[src/rtl/scan_select_sequencer_if.sv]
// Control and decoder-select bundle between a scan controller and scan_select_sequencer.
// The master drives the requests and the slave (the sequencer) drives select/status.
interface scan_select_sequencer_if #(
  parameter int DWELL_W = 8,
  parameter int SEL_W   = 3
);
  localparam int NUM_CH = 2 ** SEL_W;

  logic               start;
  logic               stop;
  logic               mode_once;
  logic [NUM_CH-1:0]  ch_mask;
  logic [DWELL_W-1:0] dwell;
  logic [SEL_W-1:0]   sel;
  logic               sel_en;
  logic               busy;
  logic               pass_done;
  logic               err_empty;

  modport master (
    output start, stop, mode_once, ch_mask, dwell,
    input  sel, sel_en, busy, pass_done, err_empty
  );

  modport slave (
    input  start, stop, mode_once, ch_mask, dwell,
    output sel, sel_en, busy, pass_done, err_empty
  );
endinterface

[src/rtl/scan_select_sequencer.sv]
// Drives select/enable of a one-hot decoder: walks the channels set in a mask,
// holding each for dwell+1 cycles with one blank cycle between channels.
module scan_select_sequencer #(
  parameter int DWELL_W = 8,
  parameter int SEL_W   = 3
) (
  input logic                   clk,
  input logic                   rst,
  scan_select_sequencer_if.slave bus
);
  localparam int NUM_CH = 2 ** SEL_W;

  typedef enum logic [1:0] {IDLE, ACTIVE, GAP} state_t;

  state_t             state;
  logic [DWELL_W-1:0] cnt;
  logic [NUM_CH-1:0]  mask_q;
  logic [DWELL_W-1:0] dwell_q;
  logic               once_q;
  logic [SEL_W-1:0]   sel_q;
  logic               sel_en_q;
  logic               busy_q;
  logic               pass_done_q;
  logic               err_q;

  logic [SEL_W-1:0]   nxt_sel;
  logic [SEL_W-1:0]   idx;
  logic               nxt_wrap;

  function automatic logic [SEL_W-1:0] lowest_set(input logic [NUM_CH-1:0] m);
    lowest_set = '0;
    for (int i = NUM_CH - 1; i >= 0; i--) begin
      if (m[i]) lowest_set = SEL_W'(i);
    end
  endfunction

  // Circular search from sel+1; smallest offset wins, so iterate offsets high to low.
  // Landing at or below the current channel means the pass has wrapped.
  always_comb begin
    nxt_sel = sel_q;
    idx     = '0;
    for (int i = NUM_CH - 1; i >= 1; i--) begin
      idx = sel_q + SEL_W'(i);
      if (mask_q[idx]) nxt_sel = idx;
    end
    nxt_wrap = (nxt_sel <= sel_q);
  end

  always_ff @(posedge clk) begin
    if (rst) begin
      state       <= IDLE;
      cnt         <= '0;
      mask_q      <= '0;
      dwell_q     <= '0;
      once_q      <= 1'b0;
      sel_q       <= '0;
      sel_en_q    <= 1'b0;
      busy_q      <= 1'b0;
      pass_done_q <= 1'b0;
      err_q       <= 1'b0;
    end else begin
      pass_done_q <= 1'b0;
      err_q       <= 1'b0;
      case (state)
        IDLE: begin
          if (bus.start && !bus.stop) begin
            if (bus.ch_mask == '0) begin
              err_q <= 1'b1;
            end else begin
              mask_q   <= bus.ch_mask;
              dwell_q  <= bus.dwell;
              once_q   <= bus.mode_once;
              sel_q    <= lowest_set(bus.ch_mask);
              cnt      <= bus.dwell;
              sel_en_q <= 1'b1;
              busy_q   <= 1'b1;
              state    <= ACTIVE;
            end
          end
        end
        ACTIVE: begin
          if (bus.stop) begin
            sel_en_q <= 1'b0;
            busy_q   <= 1'b0;
            state    <= IDLE;
          end else if (cnt == '0) begin
            // pass_done is registered, so it is decided here to appear during GAP.
            sel_en_q    <= 1'b0;
            pass_done_q <= nxt_wrap;
            state       <= GAP;
          end else begin
            cnt <= cnt - DWELL_W'(1);
          end
        end
        GAP: begin
          if (bus.stop || (nxt_wrap && once_q)) begin
            busy_q <= 1'b0;
            state  <= IDLE;
          end else begin
            sel_q    <= nxt_sel;
            cnt      <= dwell_q;
            sel_en_q <= 1'b1;
            state    <= ACTIVE;
          end
        end
        default: state <= IDLE;
      endcase
    end
  end

  assign bus.sel       = sel_q;
  assign bus.sel_en    = sel_en_q;
  assign bus.busy      = busy_q;
  assign bus.pass_done = pass_done_q;
  assign bus.err_empty = err_q;
endmodule
[src/flat_wrapper.sv]
// flat-port wrapper written by rule: the top's interface ports become plain ports
module scan_select_sequencer_flat 
#(
  parameter int DWELL_W = 8,
  parameter int SEL_W   = 3
)
  (clk, rst, bus_start, bus_stop, bus_mode_once, bus_ch_mask, bus_dwell, bus_sel, bus_sel_en, bus_busy, bus_pass_done, bus_err_empty);
  scan_select_sequencer_if #(.DWELL_W(DWELL_W), .SEL_W(SEL_W)) bus_i ();
  input logic clk;
  input logic rst;
  input wire logic [$bits(bus_i.start)-1:0] bus_start;
  input wire logic [$bits(bus_i.stop)-1:0] bus_stop;
  input wire logic [$bits(bus_i.mode_once)-1:0] bus_mode_once;
  input wire logic [$bits(bus_i.ch_mask)-1:0] bus_ch_mask;
  input wire logic [$bits(bus_i.dwell)-1:0] bus_dwell;
  output wire logic [$bits(bus_i.sel)-1:0] bus_sel;
  output wire logic [$bits(bus_i.sel_en)-1:0] bus_sel_en;
  output wire logic [$bits(bus_i.busy)-1:0] bus_busy;
  output wire logic [$bits(bus_i.pass_done)-1:0] bus_pass_done;
  output wire logic [$bits(bus_i.err_empty)-1:0] bus_err_empty;
  assign bus_i.start = bus_start;
  assign bus_i.stop = bus_stop;
  assign bus_i.mode_once = bus_mode_once;
  assign bus_i.ch_mask = bus_ch_mask;
  assign bus_i.dwell = bus_dwell;
  assign bus_sel = bus_i.sel;
  assign bus_sel_en = bus_i.sel_en;
  assign bus_busy = bus_i.busy;
  assign bus_pass_done = bus_i.pass_done;
  assign bus_err_empty = bus_i.err_empty;
  scan_select_sequencer #(.DWELL_W(DWELL_W), .SEL_W(SEL_W)) u_core (.clk(clk), .rst(rst), .bus(bus_i));
endmodule
[config.mk]
export PLATFORM = sky130hd
export DESIGN_NAME = scan_select_sequencer_flat
export DESIGN_NICKNAME = d
export VERILOG_FILES = /design/src/rtl/scan_select_sequencer_if.sv /design/src/rtl/scan_select_sequencer.sv /design/src/flat_wrapper.sv
export SDC_FILE = /design/constraint.sdc
export NUM_CORES = 1
export LEC_CHECK = 0
export BUFFER_PORTS_ARGS = -buffer_cell sky130_fd_sc_hd__buf_4
export CAP_MARGIN = 20
export CORE_MARGIN = 1.5
export CORE_UTILIZATION = 55
export CTS_CLUSTER_DIAMETER = 60
export CTS_CLUSTER_SIZE = 20
export DETAILED_ROUTE_END_ITERATION = 7
export GPL_ROUTABILITY_DRIVEN = 0
export HOLD_SLACK_MARGIN = 0.02
export PLACE_DENSITY = 0.75
export SLEW_MARGIN = 30
export SYNTH_ARGS = -nofsm -noshare
export SYNTH_HDL_FRONTEND = slang
export SYNTH_SLANG_ARGS = --single-unit
[constraint.sdc]
create_clock -name clk -period 5.3 [get_ports clk]
set_input_delay 0.795 -clock clk [delete_from_list [all_inputs] [get_ports clk]]
set_output_delay 0.795 -clock clk [all_outputs]
set_load 0.02 [all_outputs]
* Word-level counts from Yosys, hierarchy flattened *
Index checks and enable logic that the tools add are counted.

cells by class
  $add $sub $neg = 8
  order comparisons = 8
  equal/unequal tests = 10
  muxes and demuxes = 55
  bitwise logic cells = 5
  reductions and logical operators = 17

operators by type and width
  cell                   number
  $mux W3                18
  $mux W8                5
  $lt A3 B4 Y1 const B   7
  $pmux W8 S3            1
  $bmux W1 S3            7
  $logic_not A8 Y1       2
  $mux W1                16
  $add A3 B3 Y3 const B  4
  $ne A2 B2 Y1 const B   5
  $reduce_and A5 Y1      2
  $mux W2                4
  $sub A8 B1 Y8 const B  1
  $add A3 B2 Y3 const B  2
  $pmux W1 S3            2
  $pmux W2 S3            1
  $pmux W3 S2            1
  $reduce_and A3 Y1      2
  $reduce_and A6 Y1      1
  $not A1 Y1             5
  $ne A2 B1 Y1 const B   2
  $reduce_and A4 Y1      1
  $reduce_or A4 Y1       1
  $add A3 B1 Y3 const B  1
  $le A3 B3 Y1           1
  10 further kinds       11

word-level totals
  register bits after elaboration = 34
  bits of input ports = 21

* Logic depth before layout (Yosys ltp) *
  depth after elaboration = 15
  gate-level depth with buffers = 20

* Worst setup path before layout *
Ideal clock, no wire load.

  kind = reg2reg
  start point = register u_core.sel_q[0] (netlist: u_core.bus.sel[0])
  end point = register u_core.sel_q[0] (netlist: u_core.bus.sel[0])
  library setup time = 95 ps
  arrival = 4168 ps
  data required time = 5205 ps
  slack = 1036 ps
  cell stages (with the launch flop) = 18
  period minus slack after synthesis = 4264 ps
  cell sequence = dfxtp_1 -> buf_6 -> inv_1 -> ha_1 -> buf_6 -> mux4_2 -> mux2_4 -> a311oi_1 -> nor2_1 -> a22o_1 -> ha_1 -> nor2b_1 -> o21a_1 -> o21ai_0 -> a21oi_2 -> o21ai_0 -> or3_1 -> o311ai_1

between the ends
  longest elaborated chain between the ends = 15
  elaborated cells between the ends (all ways) = 35
  classes of those cells = 7 x add/sub; 1 x order compare; 1 x eq/ne; 23 x mux; 3 x reduce/logical

ends and longest elaborated chain
  what                                line                          RTL
  start, declared                     scan_select_sequencer.sv:20   logic [SEL_W-1:0] sel_q;
  start signal, assigned              scan_select_sequencer.sv:73   sel_q <= lowest_set(bus.ch_mask);
  start signal, assigned              scan_select_sequencer.sv:100  sel_q <= nxt_sel;
  $add A3 B3 Y3                       scan_select_sequencer.sv:43   idx = sel_q + SEL_W'(i);
  $bmux W1 S3                         scan_select_sequencer.sv:44   if (mask_q[idx]) nxt_sel = idx;
  $mux W1 (implied by the code)       scan_select_sequencer.sv:44
  $mux W3 (7 in a row)                scan_select_sequencer.sv:44
  $le A3 B3 Y1                        scan_select_sequencer.sv:46   nxt_wrap = (nxt_sel <= sel_q);
  $logic_and A1 B1 Y1                 scan_select_sequencer.sv:96   if (bus.stop || (nxt_wrap && once_q)) begin
  $logic_or A1 B1 Y1                  scan_select_sequencer.sv:96
  $ne A2 B2 Y1 (no source line)       -
  $reduce_and A4 Y1 (no source line)  -

Parallel ways exist; a longest one is shown, timed or not. The select of a mux whose other input is x is not followed.
A chain may end at the register's enable or synchronous reset.

* Worst setup path after layout *
  start point = register u_core.sel_q[1] (netlist: u_core.bus.sel[1])
  end point = register u_core.sel_q[0] (netlist: u_core.bus.sel[0])

The elaborated chain is that of the path after synthesis.

==> reports/results.ini <==
[min_path]
min_to = u_core.state[0]$_SDFFE_PP0P_
min-delay-start = u_core.state[0]$_SDFFE_PP0P_
whs_path_depth = 2
hold_path_class = register to register

[global_route]
grt.met2_usage_pct = 35.4
grt_first_pass_wirelength_mm = 9.74
grt_overflow_total = 0
grt_pass1_vias = 2083
grt.busiest_layer = met1
grt_max_degree = 37
grt_usage_pct = 24.0
grt_use_met3_pct = 5.84
grt_antenna_before_repair = 0
grtUsageMet1_pct = 35.4

[worst_setup_path]
worstRegToRegCells = 15
r2r_slack_ns = 0.45
slowest_stage = mux4_2
critPathMaxFanout = 13
cp-start-kind = register
slowest_delay_ns = 0.61
r2r-start = u_core.bus.sel[1]$_SDFFE_PP0P_
crit_type = register to register
arrival_ns = 5.05
worstPathCellList = clkinv_1 -> ha_1 -> mux4_2 -> mux2_2 -> o2111ai_1 -> nand3_1 -> a22o_1 -> ha_1 -> nor2b_1 -> o21a_1 -> o21ai_0 -> a21oi_2 -> o21ai_0 -> or3_1 -> o311ai_1
rr_endpoint = u_core.bus.sel[0]$_SDFFE_PP0P_
end_kind = register
crit_required_ns = 5.50

[clock_tree]
cts_buffers = 5
htree_num_levels = 2
clkSinkCount = 34
clockRootBuffer = clkbuf_8
clkSlewWorstSetupHoldPaths_ns = 0.07
cts_resized = 0
post_cts_buffers = 0
clk_latency_ns = 0.29
clk_path_buf_depth = 2
hold_buffers = 0
cts_tree = yes

[timing]
period_share_pct = 91.5
tns_ns = 0
slew_headroom_pct = 55.1
slew_viol_final = 0
setup_viol = 0
rsz0062_at_grt = false
max_clock_freq_mhz = 206
hold_viol = 0
worstMarginPinSlew_ns = 0.673
final.min_clock_period_ns = 4.85
finClkSkew_ns = 0.00181

[synth]
netlist_instances = 302
synth_ff_type = dfxtp_1
synth-seq-area-share_pct = 26.7
syn_nets = 333
synth_common_cells = 39 x nor2_1, 34 x dfxtp_1, 24 x nand2_1, 22 x mux2i_1
synth_top_area_share_pct = 26.7
yosysMostFrequentCell = nor2_1
async_flop_share_pct = 0
synth.area.top_cells = dfxtp_1 27%, mux2i_1 8.6%, nor2_1 5.7%, ha_1 4.9%, mux4_2 4.4%
syn-cell-area_sq_mm = 0.00255
synth.avg_cell_area_sq_um = 8.43
yosysWarnings = 0
netlist-cell-type-count = 62
synth-seq-cells = 34
synth_edf_count = 0
synth_top_area_cell = dfxtp_1

[floorplan]
die_w_microns = 71.0
die_area_sq_mm = 0.00505
core_sq_mm = 0.00441
die_y_microns = 71.0
initial_core_util_pct = 57.7
rows = 24
io_pins = 28

[final_layout]
area_growth_pct = 11.2
layout-drive-gt1-share_pct = 18.5
final_cell_area_sq_mm = 0.00283
finish.net_count = 350
antennaDiodeCount = 0

[routing]
ant_nets = 0
drc_errors = 0
wl_per_cell_microns = 15.2
vias = 2284
viasPerCell = 6.16
first_pass_iters = 4
drt_iter0_drc = 216
routed_wl_mm = 5.66

[run]
drv_cap = 0

[placement]
portBuffers = 27
post-dp-hpwl_mm = 4.06
place_area_sq_mm = 0.00272

[power]
p_int_mw = 0.640
power.density_mw_per_mm2 = 362
swShare_pct = 37.6
seq_power_share_pct = 31.9
worst_ir_drop_vdd_v = 0.000266
p_switching_mw = 0.386
leakagePower_nw = 1.19
combPwrFrac_pct = 43.9
power.share.clock_pct = 24.2

[outcome]
status = finished clean

==> flip-flops by register name, indices dropped and copies added, names as in the netlist <==
name                  flops
u_core.state              2
u_core.bus.sel_en         1
u_core.dwell_q            8
u_core.bus.err_empty      1
u_core.bus.busy           1
u_core.mask_q             8
u_core.bus.sel            3
u_core.bus.pass_done      1
u_core.once_q             1
u_core.cnt                8
==> cell usage in the layout (no fill, tap or decap), types with 5 or more instances in the layout <==
cell type	synthesis	routed
nor2_1	39	39
dfxtp_1	34	34
buf_4	3	29
nand2_1	24	24
mux2i_1	22	22
inv_1	15	15
a21oi_1	15	15
o21ai_0	10	10
ha_1	10	10
nand3_1	9	9
a21oi_2	9	9
a22oi_1	8	8
a211o_1	8	8
xor2_1	7	7
nor3_1	6	6
clkbuf_8	0	6
mux4_2	5	5
==> metrics by stage <==
step           setup WS, ns  hold WS (ns)  instances  power, mW  util, %
4_1_cts               0.519         0.500        371       1.03     64.1
5_1_grt              0.0744         0.526        371       1.09     64.1
6_report              0.449         0.497        371       1.03     64.1
2_1_floorplan          1.04         0.464        302      0.694        -
3_5_place_dp          0.536         0.484        364      0.776     61.6
3_3_place_gp          0.680         0.481        364      0.769     61.6
==> layout make-up <==
type / instances / area [sq um]
Multi-Input combinational cell: 233 / 1690
Fill cell: 370 / 1580
Sequential cell: 34 / 681
Timing Repair Buffer: 29 / 218
Clock buffer: 6 / 82.6
Tap cell: 52 / 65.1
Inverter: 16 / 60.1
Clock inverter: 1 / 30.0
==> layer usage <==
layer	vias to the layer above	share of wire, %
met5	-	0
met4	0	1.1
met3	7	5.3
met2	67	44
met1	1078	50
li1	1132	-
==> critical path: cells and delay by family, from the launching register on <==
kind                     cells  cell delay [ns]
AO/OA/AOI/OAI                7             1.38
multiplexers                 2             0.93
adder cells (fa/ha/maj)      2             0.87
AND/OR/NAND/NOR              3             0.62
flip-flops                   1             0.59
buffers and inverters        1             0.35
==> power by group through the flow <==
stage | Combinational [mW] | Sequential (mW) | Clock [mW]
global placement | 0.438 | 0.331 | 0
floorplan | 0.365 | 0.329 | 0
global route | 0.497 | 0.332 | 0.265
CTS | 0.449 | 0.326 | 0.252
finish | 0.450 | 0.327 | 0.249
detailed placement | 0.444 | 0.332 | 0
==> kinds of logic after synthesis <==
family	count (synthesis)	share of synthesized area [%]
fa+ha+maj	10	4.91
buf+inv	35	6.73
simple gates	99	18.5
flops	34	26.7
compound gates	81	22.9
mux	32	16.5
xor+xnor	11	3.78
==> worst max-delay path by stage <==
stage                                         startpoint                             end  slack, ns  depth (start not counted)
after detailed placement  u_core.bus.sel[1]$_SDFFE_PP0P_  u_core.bus.sel[0]$_SDFFE_PP0P_       0.54                         15
after CTS                 u_core.bus.sel[1]$_SDFFE_PP0P_  u_core.bus.sel[0]$_SDFFE_PP0P_       0.52                         15
final                     u_core.bus.sel[1]$_SDFFE_PP0P_  u_core.bus.sel[0]$_SDFFE_PP0P_       0.45                         15
after global placement    u_core.bus.sel[1]$_SDFFE_PP0P_  u_core.bus.sel[0]$_SDFFE_PP0P_       0.68                         15
after floorplan           u_core.bus.sel[0]$_SDFFE_PP0P_  u_core.bus.sel[0]$_SDFFE_PP0P_       1.04                         17
after global routing      u_core.bus.sel[1]$_SDFFE_PP0P_  u_core.bus.sel[0]$_SDFFE_PP0P_       0.07                         15
Power figures use the tool's default switching activity.
